===== config.mk =====
export PLATFORM = sky130hd
export DESIGN_NAME = sync_fifo_param
export DESIGN_NICKNAME = d
export VERILOG_FILES = /design/src/rtl/fifo_pkg.sv /design/src/rtl/fifo_ram_sp.sv /design/src/rtl/sync_fifo_param.sv
export SDC_FILE = /design/constraint.sdc
export NUM_CORES = 1
export LEC_CHECK = 0
export BUFFER_PORTS_ARGS = -buffer_cell sky130_fd_sc_hd__buf_2
export CORE_MARGIN = 2
export CORE_UTILIZATION = 41
export CTS_CLUSTER_DIAMETER = 120
export DETAILED_ROUTE_END_ITERATION = 6
export SETUP_SLACK_MARGIN = 0.15
export SYNTH_ARGS = -nofsm -noshare
export SYNTH_HDL_FRONTEND = slang
export SYNTH_HIERARCHICAL = 1
export SYNTH_SLANG_ARGS = --single-unit

===== constraint.sdc =====
create_clock -name clk -period 6.2 [get_ports clk]
set_input_delay 0.93 -clock clk [delete_from_list [all_inputs] [get_ports clk]]
set_output_delay 0.93 -clock clk [all_outputs]
set_load 0.005 [all_outputs]

===== src/rtl/fifo_pkg.sv =====
// fifo_pkg: definitions shared by the single-clock FIFO and its storage.
//   FIFO_MODE_STD / FIFO_MODE_FWFT : values for the FWFT read-mode parameter
//   clog2()       : ceiling log2 for tools without $clog2
//   ptr_is_full() : full decode on (AW+1)-bit wrap-bit pointers
package fifo_pkg;

    localparam int FIFO_MODE_STD  = 0;
    localparam int FIFO_MODE_FWFT = 1;

    function automatic int clog2(input int value);
        int result;
        int v;
        result = 0;
        v      = value - 1;
        while (v > 0) begin
            result = result + 1;
            v      = v >> 1;
        end
        return result;
    endfunction

    // Pointers are zero-extended to 32 bits by the caller. Full means the wrap
    // bit (bit aw) differs while every address bit matches, i.e. the XOR of the
    // two pointers is exactly the wrap bit.
    function automatic logic ptr_is_full(input logic [31:0] wr_ptr,
                                         input logic [31:0] rd_ptr,
                                         input int          aw);
        logic [31:0] diff;
        diff = wr_ptr ^ rd_ptr;
        return (diff == (32'd1 << aw));
    endfunction

endpackage


===== src/rtl/fifo_ram_sp.sv =====
// fifo_ram_sp: DEPTH x DATA_W storage, one synchronous write port and one
// asynchronous read port. Contents are never reset.
//   clk_i   : write clock
//   we_i    : write enable
//   waddr_i : write address
//   wdata_i : write data
//   raddr_i : read address
//   rdata_o : read data, combinational from raddr_i
module fifo_ram_sp
    import fifo_pkg::*;
#(
    parameter int DATA_W = 8,
    parameter int DEPTH  = 8,
    parameter int AW     = clog2(DEPTH)
) (
    input  logic              clk_i,
    input  logic              we_i,
    input  logic [AW-1:0]     waddr_i,
    input  logic [DATA_W-1:0] wdata_i,
    input  logic [AW-1:0]     raddr_i,
    output logic [DATA_W-1:0] rdata_o
);

    logic [DATA_W-1:0] mem_q [DEPTH];

    always_ff @(posedge clk_i) begin
        if (we_i) begin
            mem_q[waddr_i] <= wdata_i;
        end
    end

    assign rdata_o = mem_q[raddr_i];

endmodule


===== src/rtl/sync_fifo_param.sv =====
// sync_fifo_param: single-clock parametrised FIFO with occupancy count,
// programmable almost-full/almost-empty thresholds, overflow/underflow pulses
// and a choice of registered or first-word-fall-through read.
//   clk, rst                : clock, synchronous active-high reset
//   wr_en, data_in          : write request and data
//   rd_en                   : read request (pop of head word in FWFT mode)
//   data_out                : read data
//   wfull, rempty           : DEPTH / zero entries held
//   almost_full/almost_empty: count >= AF_LEVEL / count <= AE_LEVEL
//   count                   : occupancy 0..DEPTH
//   overflow, underflow     : one-cycle pulses for rejected write / read
module sync_fifo_param
    import fifo_pkg::*;
#(
    parameter  int DATA_W   = 8,
    parameter  int DEPTH    = 8,
    parameter  int AF_LEVEL = DEPTH - 2,
    parameter  int AE_LEVEL = 2,
    parameter  int FWFT     = 0,
    localparam int AW       = clog2(DEPTH)
) (
    input  logic              clk,
    input  logic              rst,
    input  logic              wr_en,
    input  logic [DATA_W-1:0] data_in,
    input  logic              rd_en,
    output logic [DATA_W-1:0] data_out,
    output logic              wfull,
    output logic              rempty,
    output logic              almost_full,
    output logic              almost_empty,
    output logic [AW:0]       count,
    output logic              overflow,
    output logic              underflow
);

    localparam logic [AW:0] AF_THR = (AW+1)'(AF_LEVEL);
    localparam logic [AW:0] AE_THR = (AW+1)'(AE_LEVEL);

    logic [AW:0]       wr_ptr_q, wr_ptr_d;
    logic [AW:0]       rd_ptr_q, rd_ptr_d;
    logic [AW:0]       count_q, count_d;
    logic              overflow_q, underflow_q;
    logic              wr_acc, rd_acc;
    logic [DATA_W-1:0] ram_rdata;

    // All flags decode straight from registered state.
    assign rempty       = (wr_ptr_q == rd_ptr_q);
    assign wfull        = ptr_is_full(32'(wr_ptr_q), 32'(rd_ptr_q), AW);
    assign almost_full  = (count_q >= AF_THR);
    assign almost_empty = (count_q <= AE_THR);
    assign count        = count_q;
    assign overflow     = overflow_q;
    assign underflow    = underflow_q;

    // Acceptance looks only at the current full/empty state, so a write into a
    // full FIFO stays rejected even when a read frees a slot in the same cycle.
    assign wr_acc = wr_en && !wfull;
    assign rd_acc = rd_en && !rempty;

    always_comb begin
        wr_ptr_d = wr_ptr_q;
        rd_ptr_d = rd_ptr_q;
        count_d  = count_q;
        if (wr_acc) begin
            wr_ptr_d = wr_ptr_q + 1'b1;
        end
        if (rd_acc) begin
            rd_ptr_d = rd_ptr_q + 1'b1;
        end
        case ({wr_acc, rd_acc})
            2'b10:   count_d = count_q + 1'b1;
            2'b01:   count_d = count_q - 1'b1;
            default: count_d = count_q;
        endcase
    end

    always_ff @(posedge clk) begin
        if (rst) begin
            wr_ptr_q    <= '0;
            rd_ptr_q    <= '0;
            count_q     <= '0;
            overflow_q  <= 1'b0;
            underflow_q <= 1'b0;
        end else begin
            wr_ptr_q    <= wr_ptr_d;
            rd_ptr_q    <= rd_ptr_d;
            count_q     <= count_d;
            overflow_q  <= wr_en && wfull;
            underflow_q <= rd_en && rempty;
        end
    end

    // Writes are suppressed during reset so the reset cycle has no side effects.
    fifo_ram_sp #(
        .DATA_W (DATA_W),
        .DEPTH  (DEPTH),
        .AW     (AW)
    ) u_ram (
        .clk_i   (clk),
        .we_i    (wr_acc && !rst),
        .waddr_i (wr_ptr_q[AW-1:0]),
        .wdata_i (data_in),
        .raddr_i (rd_ptr_q[AW-1:0]),
        .rdata_o (ram_rdata)
    );

    generate
        if (FWFT == FIFO_MODE_FWFT) begin : g_fwft
            // Head word is presented directly; meaningful only while !rempty.
            assign data_out = ram_rdata;
        end else begin : g_std
            logic [DATA_W-1:0] dout_q;
            always_ff @(posedge clk) begin
                if (rst) begin
                    dout_q <= '0;
                end else if (rd_acc) begin
                    dout_q <= ram_rdata;
                end
            end
            assign data_out = dout_q;
        end
    endgenerate

endmodule


==> report_table.html, run 1 <==
<table>
<tr><th>Metric</th><th>Value</th></tr>
<tr><th colspan="2">Die</th></tr>
<tr><td>Number of top-level pins</td><td>30</td></tr>
<tr><td>Area inside the core boundary</td><td>0.00859 mm²</td></tr>
<tr><td>Number of placement rows</td><td>34</td></tr>
<tr><td>Die span in y</td><td>97.5 µm</td></tr>
<tr><td>Die extent in x</td><td>97.5 µm</td></tr>
<tr><td>Die area</td><td>0.00951 mm²</td></tr>
<tr><td>Starting utilization of the core area</td><td>41.7%</td></tr>
<tr><th colspan="2">Yosys</th></tr>
<tr><td>Post-synthesis average cell area</td><td>16.3 µm²</td></tr>
<tr><td>Post-Synthesis Net Count</td><td>238</td></tr>
<tr><td>Gate count after technology mapping</td><td>220</td></tr>
<tr><td>Top cells by area in the synthesized netlist</td><td>sky130_fd_sc_hd__edfxtp_1 54%, sky130_fd_sc_hd__dfxtp_1 12%, sky130_fd_sc_hd__mux4_1 11%</td></tr>
<tr><td>Unique masters post-synth</td><td>34</td></tr>
<tr><td>Flip-flop cell with the highest count after synthesis</td><td>sky130_fd_sc_hd__edfxtp_1</td></tr>
<tr><td>Async set-or-reset flop fraction in the synthesized netlist</td><td>0%</td></tr>
<tr><td>Summed instance area of the synthesized netlist</td><td>0.00359 mm²</td></tr>
<tr><td>Sequential share of the synthesized area</td><td>65.9%</td></tr>
<tr><td>Post-synth top area cell</td><td>sky130_fd_sc_hd__edfxtp_1</td></tr>
<tr><td>#FFs+latches synth</td><td>86</td></tr>
<tr><td>Number of enable flip-flop cells after synthesis</td><td>64</td></tr>
<tr><td>Proportion of netlist area held by the largest area contributor</td><td>53.6%</td></tr>
<tr><td>Synth warnings</td><td>6</td></tr>
<tr><th colspan="2">Worst setup path</th></tr>
<tr><td>Required time of the critical path</td><td>6490 ps</td></tr>
<tr><td>Startpoint types</td><td>register</td></tr>
<tr><td>Endpoint type of the worst setup path</td><td>register</td></tr>
<tr><td>Register-to-register setup slack</td><td>2270 ps</td></tr>
<tr><td>Reg-to-reg critical path startpoint</td><td>rd_ptr_q[0]</td></tr>
<tr><td>Number of cells on the worst reg-to-reg path</td><td>9</td></tr>
<tr><td>Worst Path Class, Setup</td><td>register to register</td></tr>
<tr><td>Worst reg2reg path endpoint</td><td>count[3]</td></tr>
<tr><td>Largest fanout of any net on the critical path</td><td>20</td></tr>
<tr><td>Arrival @ worst endpoint</td><td>4220 ps</td></tr>
<tr><th colspan="2">Pwr</th></tr>
<tr><td>Total leakage power</td><td>1.48 nW</td></tr>
<tr><td>Pwr/cell area</td><td>311 mW/mm²</td></tr>
<tr><td>Worst-case vdd ir drop</td><td>0.000159 V</td></tr>
<tr><th colspan="2">Clocking</th></tr>
<tr><td>CTS clk-pin slew, worst paths</td><td>90 ps</td></tr>
<tr><td>Number of sinks handled by clock tree synthesis</td><td>86</td></tr>
<tr><td>Clock latency of the later-clocked register in the worst-skew pair</td><td>350 ps</td></tr>
<tr><td>Buffers inserted during post-CTS setup optimization</td><td>0</td></tr>
<tr><td>Hold-fix buffer count after cts</td><td>0</td></tr>
<tr><td>Number of buffers created by CTS</td><td>9</td></tr>
<tr><td>Level count of the clock H-tree</td><td>3</td></tr>
<tr><td>Count of instances resized after the clock tree is built</td><td>0</td></tr>
<tr><td>Clock root buffer</td><td>sky130_fd_sc_hd__clkbuf_8</td></tr>
<tr><td>Clock tree from TritonCTS</td><td>built</td></tr>
<tr><td>Clock Tree Buf Depth</td><td>2</td></tr>
<tr><th colspan="2">Drt</th></tr>
<tr><td>Final antenna-violating net count</td><td>0</td></tr>
<tr><td>Amount of wire on met3 after detailed routing</td><td>284 µm</td></tr>
<tr><td>Met1 layer wirelength in the final routing</td><td>2830 µm</td></tr>
<tr><td>WL/cell</td><td>17.3 µm</td></tr>
<tr><td>TritonRoute pass-1 iters</td><td>4</td></tr>
<tr><td>DRC</td><td>0</td></tr>
<tr><td>Sum of met2 wire segment lengths after detailed routing</td><td>3020 µm</td></tr>
<tr><td>Routed WL</td><td>6300 µm</td></tr>
<tr><td>DRT iter0 DRCs</td><td>65</td></tr>
<tr><td>Uppermost layer routed</td><td>met4</td></tr>
<tr><td>Via/cell ratio</td><td>5.12</td></tr>
<tr><td>Number of vias in the routed layout</td><td>1,858</td></tr>
<tr><th colspan="2">Final layout</th></tr>
<tr><td>Share of cells above drive strength 1</td><td>22.4%</td></tr>
<tr><td>Post-route non-filler standard cell count</td><td>363</td></tr>
<tr><td>Number of antenna cells inserted</td><td>0</td></tr>
<tr><td>Seq. cell area</td><td>0.00236 mm²</td></tr>
<tr><td>Number of nets in the final layout</td><td>268</td></tr>
<tr><td>Combined area of the multi-input logic cells</td><td>0.00115 mm²</td></tr>
<tr><td>Filler cell count</td><td>757</td></tr>
<tr><td>Fin util</td><td>46.5%</td></tr>
<tr><td>Area Growth Syn to Fin</td><td>11.5%</td></tr>
<tr><td>Most frequent standard cell in the layout excluding fill and tap cells</td><td>sky130_fd_sc_hd__edfxtp_1</td></tr>
<tr><td>Most used cells in the layout excluding fill and tap cells</td><td>64 x sky130_fd_sc_hd__edfxtp_1, 29 x sky130_fd_sc_hd__nor2_1, 29 x sky130_fd_sc_hd__buf_2</td></tr>
<tr><th colspan="2">GRT</th></tr>
<tr><td>Global-route wire length before repair</td><td>9800 µm</td></tr>
<tr><td>Residual overflow from global routing</td><td>0</td></tr>
<tr><td>Aggregate global-route resource usage</td><td>13.9%</td></tr>
<tr><td>Via count of the first global-routing pass</td><td>1,868</td></tr>
<tr><td>Maximum number of pins on one net before global-route repair</td><td>23</td></tr>
<tr><td>Initial antenna violation count</td><td>0</td></tr>
<tr><th colspan="2">Placed design</th></tr>
<tr><td>Inst Count DP</td><td>347</td></tr>
<tr><td>Count of buffers from port buffering</td><td>29</td></tr>
<tr><td>Post-Place Setup Slack</td><td>2200 ps</td></tr>
<tr><td>Routability cong.</td><td>0.690</td></tr>
<tr><td>Hpwl dp</td><td>3830 µm</td></tr>
<tr><th colspan="2">Worst hold path</th></tr>
<tr><td>Type of the most critical hold path</td><td>register to register</td></tr>
<tr><td>Worst hold path cell count</td><td>2</td></tr>
<tr><td>Startpoint of the worst hold path</td><td>data_out[3]</td></tr>
<tr><td>Endpoint with the worst hold slack</td><td>data_out[3]</td></tr>
<tr><th colspan="2">Timing</th></tr>
<tr><td>Max Fclk</td><td>255 MHz</td></tr>
<tr><td>Count of final setup violators</td><td>0</td></tr>
<tr><td>Part of the cycle the worst path needs</td><td>63.4%</td></tr>
<tr><td>Rel. slew slack</td><td>27.7%</td></tr>
<tr><td>Time the final worst path needs with I/O delays and setup</td><td>3930 ps</td></tr>
<tr><td>Pins Over Slew Limit</td><td>0</td></tr>
<tr><td>Least-Margin Pin Slew</td><td>1080 ps</td></tr>
<tr><td>Setup repair after global routing missed its margin</td><td>no</td></tr>
<tr><td>Final hold violation count</td><td>0</td></tr>
<tr><td>Setup TNS after final layout</td><td>0 ps</td></tr>
<tr><td>PnR worst setup slack</td><td>2270 ps</td></tr>
<tr><td>Clock skew after layout</td><td>8.03 ps</td></tr>
<tr><th colspan="2">Run status</th></tr>
<tr><td>Outcome</td><td>finished, final reports clean</td></tr>
<tr><th colspan="2">Flow run</th></tr>
<tr><td>Number of violations of the max-capacitance limit</td><td>0</td></tr>
</table>
power breakdown:
group | switching, W | total, W | internal [W]
clock | 0.000211 | 0.000362 | 0.000151
sequential | 0.0000418 | 0.000686 | 0.000644
combinational | 0.0000900 | 0.000195 | 0.000105
synth_stat cells (all sizes together) (4+ instances only):
master,number
mux2,8
buf,6
xor2,8
nor2,29
inv,7
mux4,16
mux2i,10
nand2,6
edfxtp,64
clkbuf,4
a21oi,7
or3,5
dfxtp,22
ha,5
cells by family after synthesis:
| family | after synthesis | share of synthesized area [%] |
|---|---|---|
| multiplexers | 34 | 16.9 |
| adder cells (fa/ha/maj) | 6 | 2.30 |
| XOR/XNOR | 9 | 2.20 |
| AND/OR/NAND/NOR | 52 | 6.56 |
| flip-flops | 86 | 65.9 |
| buffers and inverters | 17 | 2.72 |
| AO/OA/AOI/OAI | 16 | 3.45 |
worst max-delay path by stage:
stage | startpoint | to | slack [ps] | cells after the start
6_report | rd_ptr_q[0] | count[3] | 2270 | 9
5_1_grt | rd_ptr_q[0] | count[3] | 1930 | 9
2_1_floorplan | wr_ptr_q[1] | count[3] | 3390 | 10
3_5_place_dp | rd_ptr_q[0] | count[3] | 2200 | 9
4_1_cts | rd_ptr_q[0] | count[3] | 2190 | 9
3_3_place_gp | rd_ptr_q[0] | count[3] | 2310 | 9
metrics by stage:
stage	hold WS [ps]	total power, W	cell area (µm²)
2_1_floorplan	488	0.000847	3590
3_3_place_gp	492	0.000894	3820
3_5_place_dp	495	0.000898	3820
4_1_cts	516	0.00126	4000
5_1_grt	536	0.00131	4000
6_report	512	0.00124	4000
sequential cells by signal, summed over array words and instances (netlist names):
signal,cells
u_ram/mem_q,64
data_out,8
count,4
rd_ptr_q,4
wr_ptr_q,4
overflow,1
underflow,1
layer usage:
layer,GRT usage [%],up-vias
met5,0,-
met4,6.62,0
met3,4.17,12
met2,21.9,41
met1,17.8,904
li1,-,901
worst max-delay path, cell delays in order (launching register included):
cell	delay, ps
sky130_fd_sc_hd__dfxtp_1	1030
sky130_fd_sc_hd__xor2_1	320
sky130_fd_sc_hd__o41ai_4	940
sky130_fd_sc_hd__inv_1	110
sky130_fd_sc_hd__ha_1	250
sky130_fd_sc_hd__ha_1	320
sky130_fd_sc_hd__a21oi_1	190
sky130_fd_sc_hd__a21oi_1	100
sky130_fd_sc_hd__or4_1	460
sky130_fd_sc_hd__a21oi_1	150
layout make-up:
type / instances / area share [%]
Clock buffer: 9 / 3.10
Multi-Input combinational cell: 117 / 28.7
Sequential cell: 86 / 59.1
Clock inverter: 7 / 1.44
Tap cell: 108 / 3.38
Inverter: 7 / 0.657
Timing Repair Buffer: 29 / 3.63
Note: power is estimated with default switching activity, not from simulation.
==> run 2, diff against run 1 <==
==> constraint.sdc (replaced) <==
create_clock -name clk -period 3.7 [get_ports clk]
set_input_delay 0.555 -clock clk [delete_from_list [all_inputs] [get_ports clk]]
set_output_delay 0.555 -clock clk [all_outputs]
set_load 0.005 [all_outputs]
==> report_table.html, run 2 (synthesized netlist as in run 1, its figures left out) <==
<table>
<tr><th>Metric</th><th>Value</th></tr>
<tr><th colspan="2">Timing</th></tr>
<tr><td>Setup repair after global routing missed its margin</td><td>no</td></tr>
<tr><td>Time the final worst path needs with I/O delays and setup</td><td>2800 ps (-1130 ps)</td></tr>
<tr><td>Setup TNS after final layout</td><td>0 ps (unchanged)</td></tr>
<tr><td>Final hold violation count</td><td>0 (unchanged)</td></tr>
<tr><td>Least-Margin Pin Slew</td><td>658 ps (-423 ps)</td></tr>
<tr><td>Rel. slew slack</td><td>56.0% (+28 points)</td></tr>
<tr><td>Part of the cycle the worst path needs</td><td>75.7% (+12 points)</td></tr>
<tr><td>Max Fclk</td><td>357 MHz (+40%)</td></tr>
<tr><td>Count of final setup violators</td><td>0 (unchanged)</td></tr>
<tr><td>Pins Over Slew Limit</td><td>0 (unchanged)</td></tr>
<tr><td>Clock skew after layout</td><td>6.95 ps (-1.08 ps)</td></tr>
<tr><th colspan="2">Clocking</th></tr>
<tr><td>Clock tree from TritonCTS</td><td>built</td></tr>
<tr><td>Buffers inserted during post-CTS setup optimization</td><td>0 (unchanged)</td></tr>
<tr><td>Hold-fix buffer count after cts</td><td>0 (unchanged)</td></tr>
<tr><td>Level count of the clock H-tree</td><td>3 (unchanged)</td></tr>
<tr><td>Clock Tree Buf Depth</td><td>2 (unchanged)</td></tr>
<tr><td>Clock latency of the later-clocked register in the worst-skew pair</td><td>370 ps (+20 ps)</td></tr>
<tr><td>Count of instances resized after the clock tree is built</td><td>0 (unchanged)</td></tr>
<tr><td>Number of sinks handled by clock tree synthesis</td><td>86 (unchanged)</td></tr>
<tr><td>CTS clk-pin slew, worst paths</td><td>90 ps (about the same)</td></tr>
<tr><td>Number of buffers created by CTS</td><td>9 (unchanged)</td></tr>
<tr><td>Clock root buffer</td><td>sky130_fd_sc_hd__clkbuf_8</td></tr>
<tr><th colspan="2">Die</th></tr>
<tr><td>Number of top-level pins</td><td>30 (unchanged)</td></tr>
<tr><td>Area inside the core boundary</td><td>0.00859 mm² (unchanged)</td></tr>
<tr><td>Die area</td><td>0.00951 mm² (unchanged)</td></tr>
<tr><td>Starting utilization of the core area</td><td>41.7% (unchanged)</td></tr>
<tr><td>Die span in y</td><td>97.5 µm (unchanged)</td></tr>
<tr><td>Number of placement rows</td><td>34 (unchanged)</td></tr>
<tr><td>Die extent in x</td><td>97.5 µm (unchanged)</td></tr>
<tr><th colspan="2">Pwr</th></tr>
<tr><td>Switching power</td><td>0.000573 W (+67%)</td></tr>
<tr><td>Share of power burned in registers</td><td>50.0% (-5.2 points)</td></tr>
<tr><td>Power share of the combinational group</td><td>16.8% (+1.1 points)</td></tr>
<tr><td>Switching share of power</td><td>25.7% (-1.8 points)</td></tr>
<tr><td>Total leakage power</td><td>1.55 nW (+5.1%)</td></tr>
<tr><td>Internal cell power</td><td>0.00165 W (+84%)</td></tr>
<tr><td>Share of power burned in the clock network</td><td>33.2% (+4.1 points)</td></tr>
<tr><td>Pwr/cell area</td><td>540 mW/mm² (+74%)</td></tr>
<tr><td>Worst-case vdd ir drop</td><td>0.000260 V (+64%)</td></tr>
<tr><th colspan="2">GRT</th></tr>
<tr><td>Initial antenna violation count</td><td>0 (unchanged)</td></tr>
<tr><td>Aggregate global-route resource usage</td><td>14.2% (+0.26 points)</td></tr>
<tr><td>Global-route wire length before repair</td><td>10,100 µm (+3.2%)</td></tr>
<tr><td>Residual overflow from global routing</td><td>0 (unchanged)</td></tr>
<tr><td>Via count of the first global-routing pass</td><td>1,878 (+0.54%)</td></tr>
<tr><td>Maximum number of pins on one net before global-route repair</td><td>23 (unchanged)</td></tr>
<tr><th colspan="2">Placed design</th></tr>
<tr><td>Count of buffers from port buffering</td><td>29 (unchanged)</td></tr>
<tr><td>Routability cong.</td><td>0.725 (+5.1%)</td></tr>
<tr><td>Hpwl dp</td><td>4030 µm (+5.2%)</td></tr>
<tr><th colspan="2">Drt</th></tr>
<tr><td>Number of vias in the routed layout</td><td>1,947 (+4.8%)</td></tr>
<tr><td>WL/cell</td><td>16.8 µm (-3.4%)</td></tr>
<tr><td>Via/cell ratio</td><td>5.19 (+1.4%)</td></tr>
<tr><td>DRT iter0 DRCs</td><td>65 (unchanged)</td></tr>
<tr><td>Final antenna-violating net count</td><td>0 (unchanged)</td></tr>
<tr><td>DRC</td><td>0 (unchanged)</td></tr>
<tr><td>Routed WL</td><td>6280 µm (-0.24%)</td></tr>
<tr><td>TritonRoute pass-1 iters</td><td>4 (unchanged)</td></tr>
<tr><th colspan="2">Worst setup path</th></tr>
<tr><td>Register-to-register setup slack</td><td>900 ps (-1370 ps)</td></tr>
<tr><td>Arrival @ worst endpoint</td><td>3100 ps (-1120 ps)</td></tr>
<tr><td>Crit path max-delay family</td><td>compound AO/OA/AOI/OAI gates</td></tr>
<tr><td>Worst Path Class, Setup</td><td>register to register</td></tr>
<tr><td>Required time of the critical path</td><td>4000 ps (-2490 ps)</td></tr>
<tr><td>Cell at the slowest stage of the critical path</td><td>sky130_fd_sc_hd__o41ai_4</td></tr>
<tr><td>Buffer and inverter count on the worst path</td><td>0 (-1)</td></tr>
<tr><td>Critical path, cell by cell</td><td>xor2_1 &gt; o41ai_4 &gt; ha_1 &gt; ha_1 &gt; a21oi_1 &gt; a21oi_1 &gt; or4_1 &gt; a21oi_1</td></tr>
<tr><td>Reg-to-reg critical path startpoint</td><td>wr_ptr_q[1]</td></tr>
<tr><td>Endpoint type of the worst setup path</td><td>register</td></tr>
<tr><td>Largest fanout of any net on the critical path</td><td>9 (-55%)</td></tr>
<tr><td>Most Frequent Cell on Critical Path</td><td>sky130_fd_sc_hd__a21oi_1</td></tr>
<tr><td>Worst reg2reg path endpoint</td><td>count[3]</td></tr>
<tr><td>Startpoint types</td><td>register</td></tr>
<tr><td>Number of cells on the worst reg-to-reg path</td><td>8 (-1)</td></tr>
<tr><td>CP peak stage delay</td><td>540 ps (-490 ps)</td></tr>
<tr><th colspan="2">Flow run</th></tr>
<tr><td>Number of violations of the max-capacitance limit</td><td>0 (unchanged)</td></tr>
<tr><th colspan="2">Final layout</th></tr>
<tr><td>Most used cells in the layout excluding fill and tap cells</td><td>64 x sky130_fd_sc_hd__edfxtp_1, 29 x sky130_fd_sc_hd__nor2_1, 29 x sky130_fd_sc_hd__buf_2</td></tr>
<tr><td>Fin util</td><td>48.0% (+1.5 points)</td></tr>
<tr><td>Seq. cell area</td><td>0.00236 mm² (unchanged)</td></tr>
<tr><td>Number of antenna cells inserted</td><td>0 (unchanged)</td></tr>
<tr><td>Share of cells above drive strength 1</td><td>25.5% (+3.1 points)</td></tr>
<tr><td>Combined area of the multi-input logic cells</td><td>0.00114 mm² (-0.87%)</td></tr>
<tr><td>Most frequent standard cell in the layout excluding fill and tap cells</td><td>sky130_fd_sc_hd__edfxtp_1</td></tr>
<tr><td>Biggest register</td><td>u_ram/mem_q</td></tr>
<tr><td>Filler cell count</td><td>758 (+0.13%)</td></tr>
<tr><td>Area Growth Syn to Fin</td><td>15.0%</td></tr>
<tr><td>Number of nets in the final layout</td><td>280 (+4.5%)</td></tr>
<tr><td>Max FFs per register</td><td>64 (unchanged)</td></tr>
<tr><th colspan="2">Worst hold path</th></tr>
<tr><td>Endpoint with the worst hold slack</td><td>u_ram/mem_q[3][4]</td></tr>
<tr><td>Startpoint of the worst hold path</td><td>data_in[4]</td></tr>
<tr><td>Type of the most critical hold path</td><td>input pin to register</td></tr>
<tr><td>Worst hold path cell count</td><td>1 (-1)</td></tr>
<tr><th colspan="2">Run status</th></tr>
<tr><td>Outcome</td><td>finished, final reports clean</td></tr>
</table>
==> run 2: changes by cell type in the layout (fill, tap and decap cells not counted), moves of 2 or more <==
cell,previous run,this run
sky130_fd_sc_hd__buf_4,0,12
sky130_fd_sc_hd__nor3_2,2,0
sky130_fd_sc_hd__nor3_1,0,2
sky130_fd_sc_hd__bufinv_16,0,2
==> run 2: worst reg2reg max path, delay by kind of cell (launching register included) <==
family | cells | cell delay [ps]
compound gates | 4 | 990
xor+xnor | 1 | 220
fa+ha+maj | 2 | 540
flops | 1 | 510
simple gates | 1 | 480
==> run 2: final cells by class <==
cell class | count | share of cell area [%]
Sequential cell | 86 | 57.3
Multi-Input combinational cell | 117 | 27.6
Timing Repair Buffer | 41 | 5.70
Tap cell | 108 | 3.28
Clock buffer | 9 | 3.00
Clock inverter | 7 | 2.52
Inverter | 7 | 0.637
==> run 2: per-stage QoR <==
stage	std cells	power (W)	setup WS, ps	area, µm²	hold WS (ps)
after CTS	375	0.00225	917	4130	442
after detailed placement	359	0.00152	939	3900	490
after global placement	359	0.00151	1040	3900	473
after global routing	375	0.00233	730	4130	451
after floorplan	220	0.00142	891	3590	488
final	375	0.00223	899	4130	455
==> run 2: power groups by stage <==
stage | Sequential (W) | Combinational [W] | Clock, W
2_1_floorplan | 0.00114 | 0.000281 | 0
3_3_place_gp | 0.00114 | 0.000376 | 0
3_5_place_dp | 0.00114 | 0.000379 | 0
4_1_cts | 0.00112 | 0.000381 | 0.000757
5_1_grt | 0.00112 | 0.000415 | 0.000794
6_report | 0.00111 | 0.000373 | 0.000739
==> run 2: how the worst max path moves through the flow <==
stage	startpoint	to	slack [ps]	cells past startpoint
6_report	wr_ptr_q[1]	count[3]	900	8
5_1_grt	wr_ptr_q[1]	count[3]	730	8
4_1_cts	wr_ptr_q[1]	count[3]	920	8
3_5_place_dp	wr_ptr_q[1]	count[3]	940	8
3_3_place_gp	wr_ptr_q[1]	count[3]	1040	8
2_1_floorplan	wr_ptr_q[1]	count[3]	890	10
==> run 2: layer usage <==
| layer | GRT usage (%) | up-vias | part of all wire, % |
|---|---|---|---|
| met2 | 21.4 | 42 | 46 |
| met4 | 7.26 | 0 | 2.7 |
| met3 | 4.03 | 15 | 3.9 |
| met5 | 0 | - | 0 |
| met1 | 18.9 | 965 | 48 |
| li1 | - | 925 | - |
